## config.mk

```make
export PLATFORM = sky130hd
export DESIGN_NAME = ternary_neuron_acc_flat
export DESIGN_NICKNAME = d
export VERILOG_FILES = /design/src/rtl/ternary_neuron_acc_pkg.sv /design/src/rtl/ternary_neuron_acc_if.sv /design/src/rtl/ternary_act_cmp.sv /design/src/rtl/ternary_neuron_acc.sv /design/src/flat_wrapper.sv
export SDC_FILE = /design/constraint.sdc
export NUM_CORES = 1
export LEC_CHECK = 0
export CAP_MARGIN = 40
export CORE_ASPECT_RATIO = 0.6
export CORE_UTILIZATION = 47
export CTS_BUF_LIST = sky130_fd_sc_hd__clkbuf_2
export CTS_CLUSTER_SIZE = 8
export DETAILED_ROUTE_END_ITERATION = 8
export PLACE_DENSITY = 0.79
export SLEW_MARGIN = 20
export SYNTH_ARGS = -nofsm -noshare
export SYNTH_HDL_FRONTEND = slang
export SYNTH_SLANG_ARGS = --single-unit
```

## constraint.sdc

```tcl
create_clock -name clk -period 2.97 [get_ports clk]
set_input_delay 0.4455 -clock clk [delete_from_list [all_inputs] [get_ports clk]]
set_output_delay 0.4455 -clock clk [all_outputs]
set_load 0.02 [all_outputs]
```

## src/rtl/ternary_neuron_acc_pkg.sv

```systemverilog
// Shared types and helpers for the ternary neuron accumulator.
// Holds activation codes, FSM states and the popcount delta function.
package ternary_nn_pkg;

  localparam logic [1:0] ACT_POS  = 2'b01;
  localparam logic [1:0] ACT_ZERO = 2'b00;
  localparam logic [1:0] ACT_NEG  = 2'b11;

  localparam int DELTA_W = 16;

  typedef enum logic {
    ST_ACC,
    ST_OUT
  } state_e;

  // Callers zero-extend popcounts to DELTA_W and keep the low bits.
  function automatic logic signed [DELTA_W-1:0] pop_delta(
    input logic [DELTA_W-1:0] pos,
    input logic [DELTA_W-1:0] neg
  );
    return $signed(pos - neg);
  endfunction

endpackage

```

## src/rtl/ternary_neuron_acc_if.sv

```systemverilog
// Beat input / activation output handshake bundle.
// slave = accumulator side, master = producer/consumer side.
interface ternary_neuron_acc_if #(
  parameter int CNT_W = 5,
  parameter int ACC_W = 8
);

  logic                    in_valid;
  logic                    in_ready;
  logic [CNT_W-1:0]        pos_cnt;
  logic [CNT_W-1:0]        neg_cnt;
  logic signed [ACC_W-1:0] thr_hi;
  logic signed [ACC_W-1:0] thr_lo;
  logic                    out_valid;
  logic                    out_ready;
  logic [1:0]              act;
  logic signed [ACC_W-1:0] acc_out;

  modport slave (
    input  in_valid,
    input  pos_cnt,
    input  neg_cnt,
    input  thr_hi,
    input  thr_lo,
    input  out_ready,
    output in_ready,
    output out_valid,
    output act,
    output acc_out
  );

  modport master (
    output in_valid,
    output pos_cnt,
    output neg_cnt,
    output thr_hi,
    output thr_lo,
    output out_ready,
    input  in_ready,
    input  out_valid,
    input  act,
    input  acc_out
  );

endinterface

```

## src/rtl/ternary_act_cmp.sv

```systemverilog
// Combinational sum-vs-threshold activation comparator.
// TERNARY_NEURON_TERNARY_ACT_EN selects ternary; default is binary sign.
module ternary_act_cmp
  import ternary_nn_pkg::*;
#(
  parameter int ACC_W = 8
) (
  input  logic signed [ACC_W-1:0] sum,
  input  logic signed [ACC_W-1:0] thr_hi,
  input  logic signed [ACC_W-1:0] thr_lo,
  output logic [1:0]              act
);

`ifdef TERNARY_NEURON_TERNARY_ACT_EN
  logic gt;
  logic lt;

  // lt masked by gt so the select stays one-hot even if thr_lo > thr_hi.
  assign gt = sum > thr_hi;
  assign lt = (sum < thr_lo) && !gt;

  always_comb begin
    act = ACT_ZERO;
    unique case (1'b1)
      gt:      act = ACT_POS;
      lt:      act = ACT_NEG;
      default: act = ACT_ZERO;
    endcase
  end
`else
  logic unused_thr_lo;

  assign unused_thr_lo = ^thr_lo;

  always_comb begin
    act = ACT_ZERO;
    if (sum >= thr_hi)
      act = ACT_POS;
  end
`endif

endmodule

```

## src/rtl/ternary_neuron_acc.sv

```systemverilog
// Multi-beat signed popcount accumulator with ternary/binary activation.
// Activation mode chosen by TERNARY_NEURON_TERNARY_ACT_EN in ternary_act_cmp.
module ternary_neuron_acc
  import ternary_nn_pkg::*;
#(
  parameter int BEATS = 4,
  parameter int CNT_W = 5,
  parameter int ACC_W = 8
) (
  input  logic                clk,
  input  logic                rst,
  ternary_neuron_acc_if.slave bus
);

  localparam int BW = (BEATS > 1) ? $clog2(BEATS) : 1;

  state_e state;
  state_e state_nxt;

  logic signed [ACC_W-1:0]   acc;
  logic signed [ACC_W-1:0]   sum;
  logic signed [ACC_W-1:0]   acc_out_q;
  logic signed [DELTA_W-1:0] delta;
  logic [CNT_W-1:0]          pos_w;
  logic [CNT_W-1:0]          neg_w;
  logic [BW-1:0]             beat_cnt;
  logic [1:0]                act_q;
  logic [1:0]                act_c;
  logic                      accept;
  logic                      last;

  assign pos_w = bus.pos_cnt;
  assign neg_w = bus.neg_cnt;

  assign delta = pop_delta(DELTA_W'(pos_w),
                           DELTA_W'(neg_w));

  // Wraps modulo 2^ACC_W by construction.
  assign sum = acc + $signed(delta[ACC_W-1:0]);

  assign accept = bus.in_valid && (state == ST_ACC);
  assign last   = (beat_cnt == BW'(BEATS - 1));

  ternary_act_cmp #(
    .ACC_W (ACC_W)
  ) u_cmp (
    .sum    (sum),
    .thr_hi (bus.thr_hi),
    .thr_lo (bus.thr_lo),
    .act    (act_c)
  );

  always_ff @(posedge clk or posedge rst) begin
    if (rst)
      state <= ST_ACC;
    else
      state <= state_nxt;
  end

  always_comb begin
    state_nxt = state;
    unique case (state)
      ST_ACC:
        if (accept && last)
          state_nxt = ST_OUT;
      ST_OUT:
        if (bus.out_ready)
          state_nxt = ST_ACC;
    endcase
  end

  always_ff @(posedge clk or posedge rst) begin
    if (rst) begin
      acc       <= '0;
      beat_cnt  <= '0;
      act_q     <= ACT_ZERO;
      acc_out_q <= '0;
    end else if (accept) begin
      if (last) begin
        acc       <= '0;
        beat_cnt  <= '0;
        act_q     <= act_c;
        acc_out_q <= sum;
      end else begin
        acc      <= sum;
        beat_cnt <= beat_cnt + 1'b1;
      end
    end
  end

  assign bus.in_ready  = (state == ST_ACC);
  assign bus.out_valid = (state == ST_OUT);
  assign bus.act       = act_q;
  assign bus.acc_out   = acc_out_q;

endmodule

```

## src/flat_wrapper.sv

```systemverilog
// flat-port wrapper written by rule: the top's interface ports become plain ports
module ternary_neuron_acc_flat import ternary_nn_pkg::*;
#(
  parameter int BEATS = 4,
  parameter int CNT_W = 5,
  parameter int ACC_W = 8
)
  (clk, rst, bus_in_valid, bus_pos_cnt, bus_neg_cnt, bus_thr_hi, bus_thr_lo, bus_out_ready, bus_in_ready, bus_out_valid, bus_act, bus_acc_out);
  ternary_neuron_acc_if #(.CNT_W(CNT_W), .ACC_W(ACC_W)) bus_i ();
  input  logic clk;
  input  logic rst;
  input wire logic [$bits(bus_i.in_valid)-1:0] bus_in_valid;
  input wire logic [$bits(bus_i.pos_cnt)-1:0] bus_pos_cnt;
  input wire logic [$bits(bus_i.neg_cnt)-1:0] bus_neg_cnt;
  input wire logic [$bits(bus_i.thr_hi)-1:0] bus_thr_hi;
  input wire logic [$bits(bus_i.thr_lo)-1:0] bus_thr_lo;
  input wire logic [$bits(bus_i.out_ready)-1:0] bus_out_ready;
  output wire logic [$bits(bus_i.in_ready)-1:0] bus_in_ready;
  output wire logic [$bits(bus_i.out_valid)-1:0] bus_out_valid;
  output wire logic [$bits(bus_i.act)-1:0] bus_act;
  output wire logic [$bits(bus_i.acc_out)-1:0] bus_acc_out;
  assign bus_i.in_valid = bus_in_valid;
  assign bus_i.pos_cnt = bus_pos_cnt;
  assign bus_i.neg_cnt = bus_neg_cnt;
  assign bus_i.thr_hi = bus_thr_hi;
  assign bus_i.thr_lo = bus_thr_lo;
  assign bus_i.out_ready = bus_out_ready;
  assign bus_in_ready = bus_i.in_ready;
  assign bus_out_valid = bus_i.out_valid;
  assign bus_act = bus_i.act;
  assign bus_acc_out = bus_i.acc_out;
  ternary_neuron_acc #(.BEATS(BEATS), .CNT_W(CNT_W), .ACC_W(ACC_W)) u_core (.clk(clk), .rst(rst), .bus(bus_i));
endmodule
```

---- Word-level counts from Yosys, hierarchy flattened ----
Cells that the tools add are included.
storage, ports and cells
  register bits after elaboration ......... 21
  bits in latches ......................... 0
  memory bits (writable) .................. 0
  memory bits (read-only) ................. 0
  input port bits ......................... 30
  output and inout bits ................... 12
  word-level logic and storage cells ...... 20
  memories ................................ 0
operators by class
  $add $sub $neg .......................... 3
  $mul .................................... 0
  div/mod/pow operators ................... 0
  magnitude comparators ................... 1
  equality and inequality tests ........... 1
  shift operators ......................... 0
  multiplexer cells ....................... 6
  bitwise logic cells ..................... 1
  reduce and logical (&&, ||, !) cells .... 3
operator list
  kind                                          count
  adder 8 bit                                   1
  greater-or-equal comparator 8 bit             1
  two-way mux 8 bit                             1
  subtractor 5 x 5 -> 6 bit                     1
  two-way mux 1 bit                             3
  adder 2 x 1 -> 2 bit (second input constant)  1
  == test 2 bit (second input constant)         1
  logical AND 1 bit                             2
  two-way mux 2 bit                             1
  case mux 1 bit (2 select lines)               1
  AND reduction 2 bit                           1
  NOT 1 bit                                     1

---- Logic depth before layout (Yosys ltp) ----
Gate-level depths: netlist of the first run.
  word-level depth ........................ 5
  depth in mapped cells ................... 18
  mapped depth without buffers ............ 18

---- Hierarchy ----
A second synthesis of the first run with hierarchy kept.
unflattened totals
  cells, all modules ...................... 146
  area total of the unflattened synthesis .. 1491.4 µm²
by module, submodules not included
  module              times used  cells an instance  area an instance (µm²)  sequential area each (µm²)
  ternary_neuron_acc  1           115                1277.5                  525.5
  ternary_act_cmp     1           31                 214.0                   0.0

---- Worst setup path before layout of the first run ----
OpenSTA, ideal clock, no wires.
  kind .................................... in2reg
  start point ............................. input bus_pos_cnt[0]
  end point ............................... register u_core.act_q[0], in the netlist u_core.bus.act[0]
  setup time .............................. 126 ps
  arrival ................................. 3569 ps
  data required time ...................... 2844 ps
  path slack .............................. -724 ps
  stages .................................. 18
  buffers on the path ..................... 0
  cells stage by stage .................... inv_1 -> ha_1 -> inv_1 -> fa_1 -> a21o_1 -> a21oi_1 -> xnor2_1 -> ha_1 -> a21oi_2 -> o21ai_2 -> and4b_4 -> or3_4 -> and2_1 -> ha_1 -> nor3b_1 -> nand2_1 -> o21ai_0 -> a21oi_1
on the way
  word-level cells in the longest chain between the ends .. 4
ends and longest elaborated chain
  what                               RTL line                      text
  start, declared                    flat_wrapper.sv:13            input wire logic [$bits(bus_i.pos_cnt)-1:0] bus_pos_cnt;
  subtractor 5 x 5 -> 6 bit          ternary_neuron_acc_pkg.sv:21  return $signed(pos - neg);
  adder 8 bit                        ternary_neuron_acc.sv:39      assign sum = acc + $signed(delta[ACC_W-1:0]);
  named net u_core.sum[7]            ternary_neuron_acc.sv:21      logic signed [ACC_W-1:0] sum;
  greater-or-equal comparator 8 bit  ternary_act_cmp.sv:37         if (sum >= thr_hi)
  two-way mux 1 bit                  ternary_act_cmp.sv:37
  end signal, assigned               ternary_neuron_acc.sv:82      act_q <= act_c;
  end, declared                      ternary_neuron_acc.sv:27      logic [1:0] act_q;
The timed path passes the listed nets, and every way through them passes these cells.
A chain may end at the register's enable or synchronous reset.

---- Worst setup path after layout of the first run ----
Same ends and word-level chain as after synthesis.

==> metrics.cfg, run 1 <==
[outcome]
status=finished with violations
failing_checks=setup timing

[route]
totalWireLength_um=3980
final_antenna_net_count=0
vias_per_cell=5.37
avgRoutedWirePerCell_um=15.3
route.detailed.drc=0
vias=1395
drt_first_iter_violations=84
detail_route.first_pass.iterations=4

[cells_and_area]
post_route_cells_drive_above_1_share_pct=31.7
num-nets-final=273
seq_area_um2=500
area_growth_pct=50.3
final_util_pct=76.3
n_fill_cell=199
antenna-diode-count=0
multi_input_area_um2=1040

[clock_network]
cts.root.buffer_cell=clkbuf_2
numClockSinks=20
htree_num_levels=1
clock_tree.buffer_depth=2
clock_transition_at_the_register_clock_pins_on_the_worst_setup_and_hold_paths_after_cts_ns=0.21
tritoncts=built
worstSkewPairLatency_ns=0.34
tritoncts.num_buffers=3

[timing]
timing.fmax_ghz=0.300
final-hold-violation-count=0
worst_pin_slew_ns=0.502
fin_crit_ns=3.33
setup_violations=1
max_slew_violation_count=0
timing.max_slew.rel_slack_pct=66.4
setup_repair_after_global_routing_missed_its_margin=yes
layout_worst_path_cycle_share_pct=112
finalWorstSetupSlack_ns=-0.363
final.setup_skew_ns=0.0187
hold-worst-slack_ns=0.294

[setup_path]
maximum_fanout_encountered_on_the_critical_timing_path=3
cp_cell_sequence=buf_8 -> inv_12 -> ha_4 -> inv_2 -> fa_2 -> a21o_1 -> a21oi_2 -> xnor2_2 -> ha_1 -> a21oi_2 -> o21ai_2 -> and4b_4 -> or3_4 -> and2_4 -> ha_4 -> nor3b_4 -> nand2_1 -> o21ai_1 -> a21oi_1
cp_slowest_cell=fa_2
timing.critical_path.slowest_cell_delay_ns=0.36
cp_data_required_time_ns=3.21
critical_path.endpoint_type=flop
worst_ep_arrival_time_ns=3.57
setup.worst_path.start_class=primary input
worst_path_dominant_cell_family=adder cells
cp.buffers_inverters=3
worst_setup_path_category=in2reg

[pwr]
totalPowerFinal_w=0.00257
leakage_nw=1.08
pwr_density_cell_nw_per_um2=1130
max-vdd-ir-drop_mv=0.643

[synth]
synth_sequential_area_ratio_pct=33.3
ys_dominant_reg_cell=dfrtp_1
ys_top_cells_by_count=22 x ha_1, 20 x dfrtp_1, 19 x inv_1
synth-edff-count=0
count_of_cell_types_in_the_netlist=37
synth_top_cell_by_area=dfrtp_1
async_reset_ff_share_pct=100
synth_cells=157
synth_area_um2=1510
synth-seq-cells=20
synth_area_per_cell_um2=9.59
synth_fp_nets=211
synth_largest_type_area_fraction_pct=33.3
synthTopCellsByArea=dfrtp_1 33%, ha_1 18%, inv_1 4.7%
yosys_warnings=0
synth.most_common_cell=ha_1

[global_routing]
grt_usage_pct=25.5
first_pass_grt_wire_length_um=6350
grt_antenna_before_repair=0
grt-ovfl-total=0
grt_max_degree=21
grt_pass1_vias=1444

[die]
floorplan.core_area_um2=2970
die_w_um=75.1
placementRows=15
pin_count=42
die_h_um=45.8
start_util_pct=50.8
die_area_um2=3440

[placement]
io_buffer_count=32
finalWeightedCongestion=0.879
preCtsSetupSlack_ns=-1.22
post_detail_place_hpwl_um=3030

[job]
max-cap-violations=0

[min_path]
min_path_type=in2async

[per-layer routing]
| metal | GRT usage (%) | part of all wire [%] | wire length (µm) | up-vias |
|---|---|---|---|---|
| met5 | 0 | 0 | 0 | - |
| met4 | 5.28 | 0.85 | 34 | 0 |
| met3 | 7.08 | 5.6 | 223 | 6 |
| met2 | 46.1 | 49 | 1960 | 56 |
| met1 | 30.7 | 44 | 1760 | 665 |
| li1 | - | - | - | 668 |
[timing repair]
action,in CTS,in global routing
hold buffers,0,0
pin swaps,21,15
endpoints found under the setup margin,9,1
setup buffers,2,4
resized for setup,38,3
[through the flow]
| stage | cell area [µm²] | cells | TNS, ns |
|---|---|---|---|
| after floorplan | 1560 | 157 | -0.441 |
| after global placement | 2060 | 249 | -5.18 |
| after detailed placement | 2060 | 249 | -6.06 |
| after CTS | 2210 | 255 | -0.387 |
| after global routing | 2260 | 260 | -0.510 |
| final | 2260 | 260 | -0.363 |
[worst register-to-register path, cell delays in order (launching register included)]
cell      delay [ns]
dfrtp_1         0.44
ha_1            0.23
fa_1            0.40
a21o_2          0.24
a21oi_2         0.18
o211ai_1        0.14
xnor2_1         0.23
inv_1           0.07
ha_1            0.31
o21ai_0         0.09
a21oi_1         0.18
o21ai_1         0.08
a21oi_1         0.15
[kinds of logic after synthesis]
kind of cell | share of synthesized area [%]
other | 0.249
buffers and inverters | 6.73
and+or+nand+nor | 11.6
AOI/OAI and AO/OA | 19.4
xor gates and xnor gates | 4.07
muxes | 3.74
DFF | 33.3
adders and majority gates | 20.9
[placed cells by master (no fill, tap or decap), types with 3 or more instances in the layout]
cell type and count:
a21o_1 3, a21oi_1 6, a21oi_2 4, a22o_1 4, buf_4 28, clkbuf_2 3
clkdlybuf4s50_1 24, dfrtp_1 20, dlygate4sd2_1 6, ha_1 17, ha_4 5, inv_1 14
inv_2 4, mux2_2 5, nand2_1 14, nor2_1 6, nor2b_1 4, o21ai_0 8
o21ai_1 3, xnor2_1 3, xor2_1 3
[area by class of cell]
class                           count  share of cell area, %
Tap cell                           42                   2.32
Inverter                           19                   3.71
Clock inverter                      1                   1.33
Multi-Input combinational cell    114                   46.1
Clock buffer                        3                  0.664
Timing Repair Buffer               61                   23.8
Sequential cell                    20                   22.1
[path summary, 6_finish.rpt]
| kind | from | endpoint | slack, ns | cells after the start |
|---|---|---|---|---|
| max in group asynchronous | rst | u_core.bus.acc_out[7] | 2.26 | 3 |
| worst min register to register | u_core.beat_cnt[1] | u_core.beat_cnt[1] | 0.52 | 2 |
| worst max-delay path | bus_pos_cnt[0] | u_core.bus.act[0] | -0.36 | 19 |
| worst max register to register | u_core.acc[0] | u_core.bus.act[0] | 0.17 | 12 |
| worst min-delay path | rst | u_core.bus.acc_out[1] | 0.29 | 2 |
| min in group clk | u_core.beat_cnt[1] | u_core.beat_cnt[1] | 0.52 | 2 |
[state kept, by name (all words and copies together) (netlist names)]
name / flops
u_core.beat_cnt: 2
u_core.bus.acc_out: 8
u_core.bus.act: 1
u_core.acc: 8
u_core.bus.out_valid: 1
[power by group]
group	switching [W]	leakage [nW]	internal, W
Sequential	0.0000943	0.246	0.000404
Combinational	0.000873	0.813	0.000989
Clock	0.0000917	0.0266	0.000116
Total	0.00106	1.08	0.00151
Note: power is estimated with default switching activity, not from simulation.
==> run 2: changes to the inputs <==
GPL_TIMING_DRIVEN = 1   (was not set)
SYNTH_HIERARCHICAL = 1   (was not set)
==> run 2 against run 1 <==
The flow still finishes with violations (setup timing); first-iteration DRC count up 2.4%; sequential cell count up 1; final area down 2.2%; total power down 3.7%; sequential share of layout area up 1.6 points; final cell count down 4.2%; synthesized cell count down 7.0%; critical path type unchanged; critical endpoint is now u_core/bus.act[0]; largest power group unchanged.
==> metrics.cfg, run 2 <==
[outcome]
status=finished with violations
failing_checks=setup timing

[die]
die_h_um=45.6
pin_count=42
floorplan.core_area_um2=2950
start_util_pct=50.6
die_w_um=74.7
die_area_um2=3410
placementRows=15

[timing]
hold-worst-slack_ns=0.262
max_slew_violation_count=0
finalWorstSetupSlack_ns=-0.731
timing.fmax_ghz=0.270
setup_violations=1
worst_pin_slew_ns=0.553
timing.max_slew.rel_slack_pct=63.0
layout_worst_path_cycle_share_pct=125
final.setup_skew_ns=0.0118
setup_repair_after_global_routing_missed_its_margin=yes
fin_crit_ns=3.70
final-hold-violation-count=0

[cells_and_area]
mostFrequentLayoutCells=27 x clkdlybuf4s50_1, 26 x buf_4, 21 x dfrtp_1, 16 x inv_1, 16 x ha_1
antenna-diode-count=0
instances_no_fill=249
post_route_cells_drive_above_1_share_pct=29.5
area_growth_pct=48.3
num-nets-final=261
n_fill_cell=201
layout.cells.most_common=clkdlybuf4s50_1
finish.instance_area_um2=2210

[job]
max-cap-violations=0

[synth]
ys_dominant_reg_cell=dfrtp_1
synth_sequential_area_ratio_pct=35.2
synth_area_um2=1490
synth-seq-cells=21
synthTopCellsByArea=dfrtp_1 35%, ha_1 18%, mux2_1 6.8%
synth_largest_type_area_fraction_pct=35.2
count_of_cell_types_in_the_netlist=31
synth_fp_nets=199
synth_top_cell_by_area=dfrtp_1
ys_top_cells_by_count=21 x dfrtp_1, 21 x ha_1, 20 x inv_1
async_reset_ff_share_pct=100
yosys_warnings=6
synth_cells=146
synth_area_per_cell_um2=10.2
synth-edff-count=0

[pwr]
leakage_nw=1.07
pwr_density_cell_nw_per_um2=1120
max-vdd-ir-drop_mv=0.742
totalPowerFinal_w=0.00247

[route]
vias_per_cell=5.20
avgRoutedWirePerCell_um=14.9
final_antenna_net_count=0
drt_first_iter_violations=86
vias=1294
totalWireLength_um=3700
route.detailed.drc=0
detail_route.first_pass.iterations=4

[setup_path]
cp_slowest_cell=fa_2
worst_ep_arrival_time_ns=3.95
maximum_fanout_encountered_on_the_critical_timing_path=3
critical_path.endpoint_type=flop
path_common_cell=ha_1
cp_cell_sequence=buf_8 -> inv_12 -> ha_4 -> inv_2 -> fa_2 -> a21o_1 -> a21oi_2 -> xnor2_1 -> ha_1 -> o211a_1 -> o21ai_2 -> a32oi_2 -> xor2_2 -> xnor2_2 -> ha_1 -> and3_4 -> nor2b_4 -> o32a_1 -> mux2_4
worst_setup_path_category=in2reg
setup.worst_path.start_class=primary input
cp_data_required_time_ns=3.22
timing.critical_path.slowest_cell_delay_ns=0.36

[placement]
post_detail_place_hpwl_um=2810
io_buffer_count=33
place_area_um2=2080
finalWeightedCongestion=0.806
preCtsSetupSlack_ns=-1.62
dp_cells=240

[global_routing]
grt_max_degree=22
first_pass_grt_wire_length_um=6020
grt_pass1_vias=1305
grt_usage_pct=24.6
grt-ovfl-total=0
grt_antenna_before_repair=0

[clock_network]
worstSkewPairLatency_ns=0.33
numClockSinks=21
tritoncts=built
clock_transition_at_the_register_clock_pins_on_the_worst_setup_and_hold_paths_after_cts_ns=0.22
tritoncts.num_buffers=3
cts.root.buffer_cell=clkbuf_2
htree_num_levels=1
clock_tree.buffer_depth=2

[min_path]
min_path_type=in2async

==> run 2: changes by cell type after synthesis, moves of 5 or more <==
cell and change:
o21ai_0 -12, nand3_1 +6, mux2_1 +9, o21ai_1 +6, nor2b_1 -5
==> run 2: cell type report <==
| type | count | area [µm²] | share of cell area, % |
|---|---|---|---|
| multi-input cells | 101 | 987 | 44.6 |
| flip-flops and latches | 21 | 526 | 23.8 |
| clock buffers | 3 | 15.0 | 0.679 |
| clock inverters | 1 | 5.00 | 0.226 |
| well taps | 42 | 52.6 | 2.38 |
| inverters | 21 | 91.3 | 4.13 |
| repair buffers | 60 | 536 | 24.2 |
==> run 2: repair_timing <==
item | 4_1_cts | 5_1_grt
hold buffers | 0 | 0
setup buffers | 4 | 0
endpoints found under the setup margin | 6 | 1
resized for setup | 27 | 0
pin swaps | 13 | 1
==> run 2: per-stage QoR <==
step / setup TNS, ns / util [%]
3_5_place_dp: -5.11 / 70.5
2_1_floorplan: -0.780 / -
3_3_place_gp: -4.51 / 70.5
5_1_grt: -0.845 / 75.1
4_1_cts: -0.674 / 74.6
6_report: -0.731 / 75.1
==> run 2: worst paths after layout <==
path,from,to,slack [ns],cells after the start
min in group clk,u_core/bus.acc_out[6],u_core/bus.acc_out[6],0.52,2
min,rst,u_core/bus.acc_out[1],0.26,2
max,bus_pos_cnt[0],u_core/bus.act[0],-0.73,19
max in group asynchronous,rst,u_core/acc[3],2.36,3
max reg2reg,u_core/acc[0],u_core/bus.act[0],-0.32,13
min reg2reg,u_core/bus.acc_out[6],u_core/bus.acc_out[6],0.52,2
==> run 2: worst max-delay path, delay by kind of cell <==
family	cells	cell delay (ns)
AO/OA/AOI/OAI	6	1.16
buffers and inverters	3	0.19
adder cells (fa/ha/maj)	4	1.17
AND/OR/NAND/NOR	2	0.32
XOR/XNOR	3	0.40
multiplexers	1	0.27
==> run 2: cell families (layout without fill, tap and decap cells) <==
family / after synthesis / in the layout / synth area share (%)
AOI/OAI and AO/OA: 29 / 29 / 14.4
and+or+nand+nor: 27 / 27 / 8.81
buffers and inverters: 24 / 85 / 6.29
adders and majority gates: 23 / 23 / 20.3
DFF: 21 / 21 / 35.2
muxes: 11 / 11 / 8.31
xor gates and xnor gates: 10 / 10 / 6.38
other: 1 / 1 / 0.251
==> run 2: per-layer routing <==
layer,GRT usage (%),share of wire [%]
met5,0,0
met4,5.28,1.3
met3,5.53,5.2
met2,43.2,49
met1,31.2,44
==> run 2: power by group <==
part	internal, W	switching (W)
Clock	0.0000305	0.0000925
Combinational	0.000979	0.000857
Sequential	0.000428	0.0000841
